**config.mk**
```make
export PLATFORM = sky130hd
export DESIGN_NAME = serial_subtractor
export DESIGN_NICKNAME = d
export VERILOG_FILES = /design/src/rtl/serial_subtractor.sv
export SDC_FILE = /design/constraint.sdc
export NUM_CORES = 1
export LEC_CHECK = 0
export CAP_MARGIN = 40
export CORE_UTILIZATION = 58
export CTS_BUF_LIST = sky130_fd_sc_hd__clkbuf_8
export CTS_CLUSTER_DIAMETER = 100
export DETAILED_ROUTE_END_ITERATION = 7
export PLACE_DENSITY = 0.86
export SETUP_SLACK_MARGIN = 0.5
export SYNTH_ARGS = -nofsm -noshare
export SYNTH_HDL_FRONTEND = slang
export SYNTH_SLANG_ARGS = --single-unit
```
**constraint.sdc**
```tcl
create_clock -name clk -period 3.7 [get_ports clk]
set_input_delay 0.555 -clock clk [delete_from_list [all_inputs] [get_ports clk]]
set_output_delay 0.555 -clock clk [all_outputs]
set_load 0.02 [all_outputs]
```
**src/rtl/serial_subtractor.sv**
```systemverilog
// Bit-serial two's-complement subtractor: diff = a - b - bin, one bit per clock, LSB first.
// A start/busy/done handshake frames each operation; results hold until the next one completes.
module serial_subtractor #(
   parameter int WIDTH = 8
) (
   input  logic             clk,
   input  logic             rst_n,
   input  logic             start,
   input  logic [WIDTH-1:0] a,
   input  logic [WIDTH-1:0] b,
   input  logic             bin,
   output logic             busy,
   output logic             done,
   output logic [WIDTH-1:0] diff,
   output logic             bout,
   output logic             ovf
);

   localparam int CW = $clog2(WIDTH + 1);

   typedef enum logic [1:0] {
      S_IDLE = 2'd0,
      S_RUN  = 2'd1,
      S_DONE = 2'd2
   } state_t;

   state_t           state_q, state_d;
   logic [WIDTH-1:0] a_sr_q, a_sr_d;
   logic [WIDTH-1:0] b_sr_q, b_sr_d;
   logic [WIDTH-1:0] res_q, res_d;
   logic             br_q, br_d;
   logic [CW-1:0]    cnt_q, cnt_d;
   logic             a_msb_q, a_msb_d;
   logic             b_msb_q, b_msb_d;
   logic [WIDTH-1:0] diff_q, diff_d;
   logic             bout_q, bout_d;
   logic             ovf_q, ovf_d;

   logic             d_bit;
   logic             br_nxt;

   // The single full-subtractor cell.
   assign d_bit  = a_sr_q[0] ^ b_sr_q[0] ^ br_q;
   assign br_nxt = (~a_sr_q[0] & b_sr_q[0]) | (~(a_sr_q[0] ^ b_sr_q[0]) & br_q);

   always_comb begin
      state_d = state_q;
      a_sr_d  = a_sr_q;
      b_sr_d  = b_sr_q;
      res_d   = res_q;
      br_d    = br_q;
      cnt_d   = cnt_q;
      a_msb_d = a_msb_q;
      b_msb_d = b_msb_q;
      diff_d  = diff_q;
      bout_d  = bout_q;
      ovf_d   = ovf_q;
      case (state_q)
         S_IDLE: begin
            if (start) begin
               a_sr_d  = a;
               b_sr_d  = b;
               br_d    = bin;
               cnt_d   = '0;
               a_msb_d = a[WIDTH-1];
               b_msb_d = b[WIDTH-1];
               state_d = S_RUN;
            end
         end
         S_RUN: begin
            a_sr_d = a_sr_q >> 1;
            b_sr_d = b_sr_q >> 1;
            res_d  = {d_bit, res_q[WIDTH-1:1]};
            br_d   = br_nxt;
            cnt_d  = cnt_q + CW'(1);
            // Last bit: publish the completed result on the same edge.
            if (cnt_q == CW'(WIDTH - 1)) begin
               diff_d  = {d_bit, res_q[WIDTH-1:1]};
               bout_d  = br_nxt;
               ovf_d   = (a_msb_q != b_msb_q) && (d_bit != a_msb_q);
               state_d = S_DONE;
            end
         end
         S_DONE: state_d = S_IDLE;
         default: state_d = S_IDLE;
      endcase
   end

   always_ff @(posedge clk) begin
      if (!rst_n) begin
         state_q <= S_IDLE;
         a_sr_q  <= '0;
         b_sr_q  <= '0;
         res_q   <= '0;
         br_q    <= 1'b0;
         cnt_q   <= '0;
         a_msb_q <= 1'b0;
         b_msb_q <= 1'b0;
         diff_q  <= '0;
         bout_q  <= 1'b0;
         ovf_q   <= 1'b0;
      end else begin
         state_q <= state_d;
         a_sr_q  <= a_sr_d;
         b_sr_q  <= b_sr_d;
         res_q   <= res_d;
         br_q    <= br_d;
         cnt_q   <= cnt_d;
         a_msb_q <= a_msb_d;
         b_msb_q <= b_msb_d;
         diff_q  <= diff_d;
         bout_q  <= bout_d;
         ovf_q   <= ovf_d;
      end
   end

   assign busy = (state_q == S_RUN);
   assign done = (state_q == S_DONE);
   assign diff = diff_q;
   assign bout = bout_q;
   assign ovf  = ovf_q;

endmodule

```
# Word level (Yosys, flattened, before mapping)

Index checks and enable logic that the tools add are counted.

Flip-flop bits (word level): 43
Bits in latches: 0
Bits in writable memories: 0
ROM bits: 0
Output and inout bits: 12
Memories: 0

Add/sub/neg operators: 1
$mul: 0
Divide/modulo/power cells: 0
$lt $le $gt $ge: 0
Equal/unequal tests: 7
Shift operators: 0
Multiplexer cells: 11
Bitwise operators: 7
Reductions and logical operators: 7

Operators by type and width:

| operator              | count |
|---|---|
| $pmux W8 S2           | 2 |
| $mux W8               | 2 |
| $pmux W4 S2           | 1 |
| $reduce_and A2 Y1     | 4 |
| $add A4 B1 Y4 const B | 1 |
| $eq A4 B3 Y1 const B  | 1 |
| $mux W2               | 2 |
| $mux W4               | 1 |
| $pmux W2 S2           | 1 |
| $and A1 B1 Y1         | 2 |
| $eq A2 B1 Y1 const B  | 1 |
| $eq A2 B2 Y1 const B  | 1 |
| $logic_not A2 Y1      | 1 |
| $ne A1 B1 Y1          | 2 |
| $ne A2 B1 Y1 const B  | 1 |
| $ne A2 B2 Y1 const B  | 1 |
| $not A1 Y1            | 2 |
| $pmux W1 S2           | 1 |
| $reduce_bool A2 Y1    | 1 |
| $xor A1 B1 Y1         | 2 |
| $logic_and A1 B1 Y1   | 1 |
| $mux W1               | 1 |
| $or A1 B1 Y1          | 1 |

# Logic depth before layout (Yosys ltp)

Depth after elaboration: 5
Mapped depth: 5
Mapped depth without buffers: 5

# Worst setup path before layout

OpenSTA, ideal clock, no wires.

Path kind: register to output
From: reg state_q[1]
To: out done
Arrival: 977 ps
Slack: 2168 ps
Stages on the path, launching flop included: 5
Buffers on the path: 2
Cells stage by stage: dfxtp_1 -> buf_6 -> inv_1 -> buf_2 -> nor2_1

Word-level cells in the longest chain between the ends: 1

RTL lines:

| what                   | RTL line | source |
|---|---|---|
| from (decl)            | 27       | `state_t state_q, state_d;` |
| from (signal assigned) | 103      | `state_q <= state_d;` |
| $eq A2 B2 Y1           | 118      | `assign done = (state_q == S_DONE);` |
| to (decl)              | 13       | `output logic done,` |

Every way passes these cells.

# Worst setup path in the final report

From: reg state_q[1]
To: out busy

Word-level cells in the longest chain between the ends: 1

RTL lines:

| what         | RTL line | source |
|---|---|---|
| $eq A2 B1 Y1 | 117      | `assign busy = (state_q == S_RUN);` |
| to (decl)    | 12       | `output logic busy,` |

Every way passes these cells.

==> results.md <==
- I/O Pins: 32
- Core area: 3053 µm²
- Diode count: 0
- P per Cell Area: between 300 and 400 nW/µm²
- Top cells by area, synth: dfxtp_1 45%, a21oi_1 9.1%, o21ai_0 5.9%
- RD Place Congestion: between 0.7 and 0.8
- GRT overflow: 0
- Residual DRC: 0
- Routed Wire Length: roughly 3900 µm
- Mapped Area: ~1900 µm²
- 1st-pass router iterations: 4
- CTS H-tree lvls: 2
- Vias in the first global route: around 1400
- Final hold vios: 0
- Critical Path End Type: output pin
- Adder-cell share of the synthesized area: 0.01732
- Setup Skew: a little over 0.007 ns
- Post-Synth XOR/XNOR Area: 0
- Number of port buffers: 31
- Cts hold-fix bufs: 0
- WS Path Type: reg -> out
- Crit Path Max Fanout: 21
- First-pass GRT wire length: 6423 µm
- CTS tree: yes
- Dpl hpwl: 2425 µm
- Yosys warning total: 0
- Clock buffer depth: 2
- Via density: ~6
- Syn Area/Cell: approximately 8.7 µm²
- Synth area leader: dfxtp_1
- Antenna viol nets, final: 0
- Fraction of layout cells with a size suffix above 1: 0.04641
- Cell variety after synth: 37
- Minimum clock period: between 2 and 3 ns
- Critical Path AT: approximately 2.4 ns
- Largest net degree at the start of global routing: 32
- Met2 wire len: ~1800 µm
- Antenna violations before repair: 0
- Max VDD drop: 0.0003283 V
- Post-synthesis simple-gate area fraction: 0.1679
- Setup TNS Final: 0 ns
- Starting Density: 0.6152
- Worst-Skew Late Latency: between 0.2 and 0.3 ns
- Worst Setup Start Kind: flip-flop
- Initial DRC Count: 94
- Highest routed layer: met4
- Die ar.: between 3000 and 4000 µm²
- Sequential fraction of the synthesis area: 0.4477
- Fillers: between 200 and 300
- Seq. cell area: approximately 840 µm²
- Leakage: ~0.77 nW
- Area Growth Syn to Fin: 18.39%
- Slew @ Worst Pin: between 0.8 and 0.9 ns
- Die Y: roughly 59 µm
- Most common cell after layout, fill and taps aside: dfxtp_1
- CTS clk-pin slew, worst paths: around 0.07 ns
- Max incr delay on CP: about 0.72 ns
- Share of the synthesized area in the top cell type: 0.4477
- Critical-path top delay cell: dfxtp_1
- GRT Overall Usage: 0.2435
- Status: finished clean
- Die Width: 58.91 µm
- Critical Path, Cell by Cell: nand2b_1, clkinv_1, clkdlybuf4s50_1
- Area occupied by multi-input gates: between 800 and 900 µm²
- CTS Sinks: 42
- Period utilization: 0.7851
- Nets: 259
- Syn Nets: 237
- TritonCTS buffer count: 5
- Vias: between 1500 and 2000
- Mux share of post-synthesis cell area: 0
- Post_cts resized: 0
- Slew Limit Headroom: 0.4346
- Largest family of logic cells by synthesized area: compound AO/OA/AOI/OAI gates
- Setup Fix Bufs, Post-CTS: 0
- Synth Area in Compound Gates: 0.2938
- Maximum clock frequency: ~340 MHz
- Critical Path RT: between 3 and 4 ns
- WL/cell: approximately 14 µm
- Metal3 WL: roughly 270 µm
- Row count: 20
- Final Setup Violations: 0
- Worst min path class: reg -> reg
- Final Util: 0.7283
- Max Cap Viol: 0
- Root Buffer: clkbuf_8
- Final Max Tran Viols: 0
- RSZ-0062 raised after global routing: no
- Most frequent cells in the layout: 42 x dfxtp_1, 34 x a21oi_1, 31 x clkdlybuf4s50_1, 22 x o21ai_0, 18 x nand2_1
- Register bit total from synthesis: 42
- Met1 WL: 1787 µm
- Cells after synthesis: about 220
cell families (layout without fill, tap and decap cells):
| kind of cell | after synthesis | after routing |
|---|---|---|
| flip-flops | 42 | 42 |
| AND/OR/NAND/NOR | 58 | 58 |
| AO/OA/AOI/OAI | 88 | 88 |
| adder cells (fa/ha/maj) | 2 | 2 |
| buffers and inverters | 25 | 47 |
metrics by stage:
step,cells,power [mW],hold slack [ns],cell area [µm²],setup WS [ns]
after floorplan,215,0.5715,0.4366,1878,2.168
after global placement,274,0.6053,0.4423,2147,1.183
after detailed placement,274,0.6069,0.4579,2147,1.151
after CTS,281,0.8670,0.4679,2223,0.8086
after global routing,281,0.8959,0.4886,2223,0.6390
final,281,0.8645,0.4694,2223,0.7950
flip-flops by register name, indices dropped and copies added (netlist names), 2 cells and up:
name / count
res_q: 7
a_sr_q: 8
b_sr_q: 8
diff: 8
cnt_q: 4
state_q: 2
report_power, final:
group	leakage [nW]	internal [mW]	switching, mW
logic	0.377	0.0519	0.0552
clock network	0.0466	0.124	0.142
registers	0.344	0.473	0.0183
total	0.767	0.649	0.215
Yosys cell counts:
cell type,n
dfxtp_1,42
a21oi_1,34
o21ai_0,22
nand2_1,18
o221ai_1,11
nand3_1,10
nor2_1,9
or3b_1,9
buf_4,6
buf_2,5
clkbuf_1,5
inv_1,5
a211oi_1,4
o2bb2ai_1,3
a22o_1,2
a32o_1,2
and3b_1,2
buf_6,2
clkinv_1,2
nand2b_1,2
nor2b_1,2
nor3b_1,2
o22ai_1,2
a221oi_1,1
a221oi_2,1
a22oi_1,1
a31oi_1,1
fa_1,1
ha_1,1
nand3b_1,1
nor3_1,1
o21ai_1,1
o21ai_2,1
o21ba_2,1
o21bai_1,1
or3_1,1
or3b_2,1
final timing paths:
kind                                  from  endpoint  slack [ns]  depth (start not counted)
worst min register to register    res_q[1]  res_q[1]        0.47                          2
worst max register to register  state_q[1]      br_q        1.84                          3
worst min-delay path              res_q[1]  res_q[1]        0.47                          2
worst max-delay path            state_q[1]      busy        0.79                          3
critical path: cells and delay by family, from the launching register on:
| family | cells | cell delay, ns |
|---|---|---|
| flops | 1 | 0.72 |
| buf+inv | 2 | 1.13 |
| simple gates | 1 | 0.21 |
cell type report:
type                       count  share of cell area
tap                           44             0.02476
inverter                       7             0.01182
clock buffer                   5             0.03095
multi-input combinational    148              0.4046
clock inverter                 2            0.003376
sequential                    42              0.3782
timing repair buffer          33              0.1463
layer usage:
metal / vias up / GRT usage
met5: - / 0
met4: 0 / 0.09184
met3: 2 / 0.04615
met2: 64 / 0.3782
met1: 760 / 0.3356
li1: 834 / -
Power figures use the tool's default switching activity.
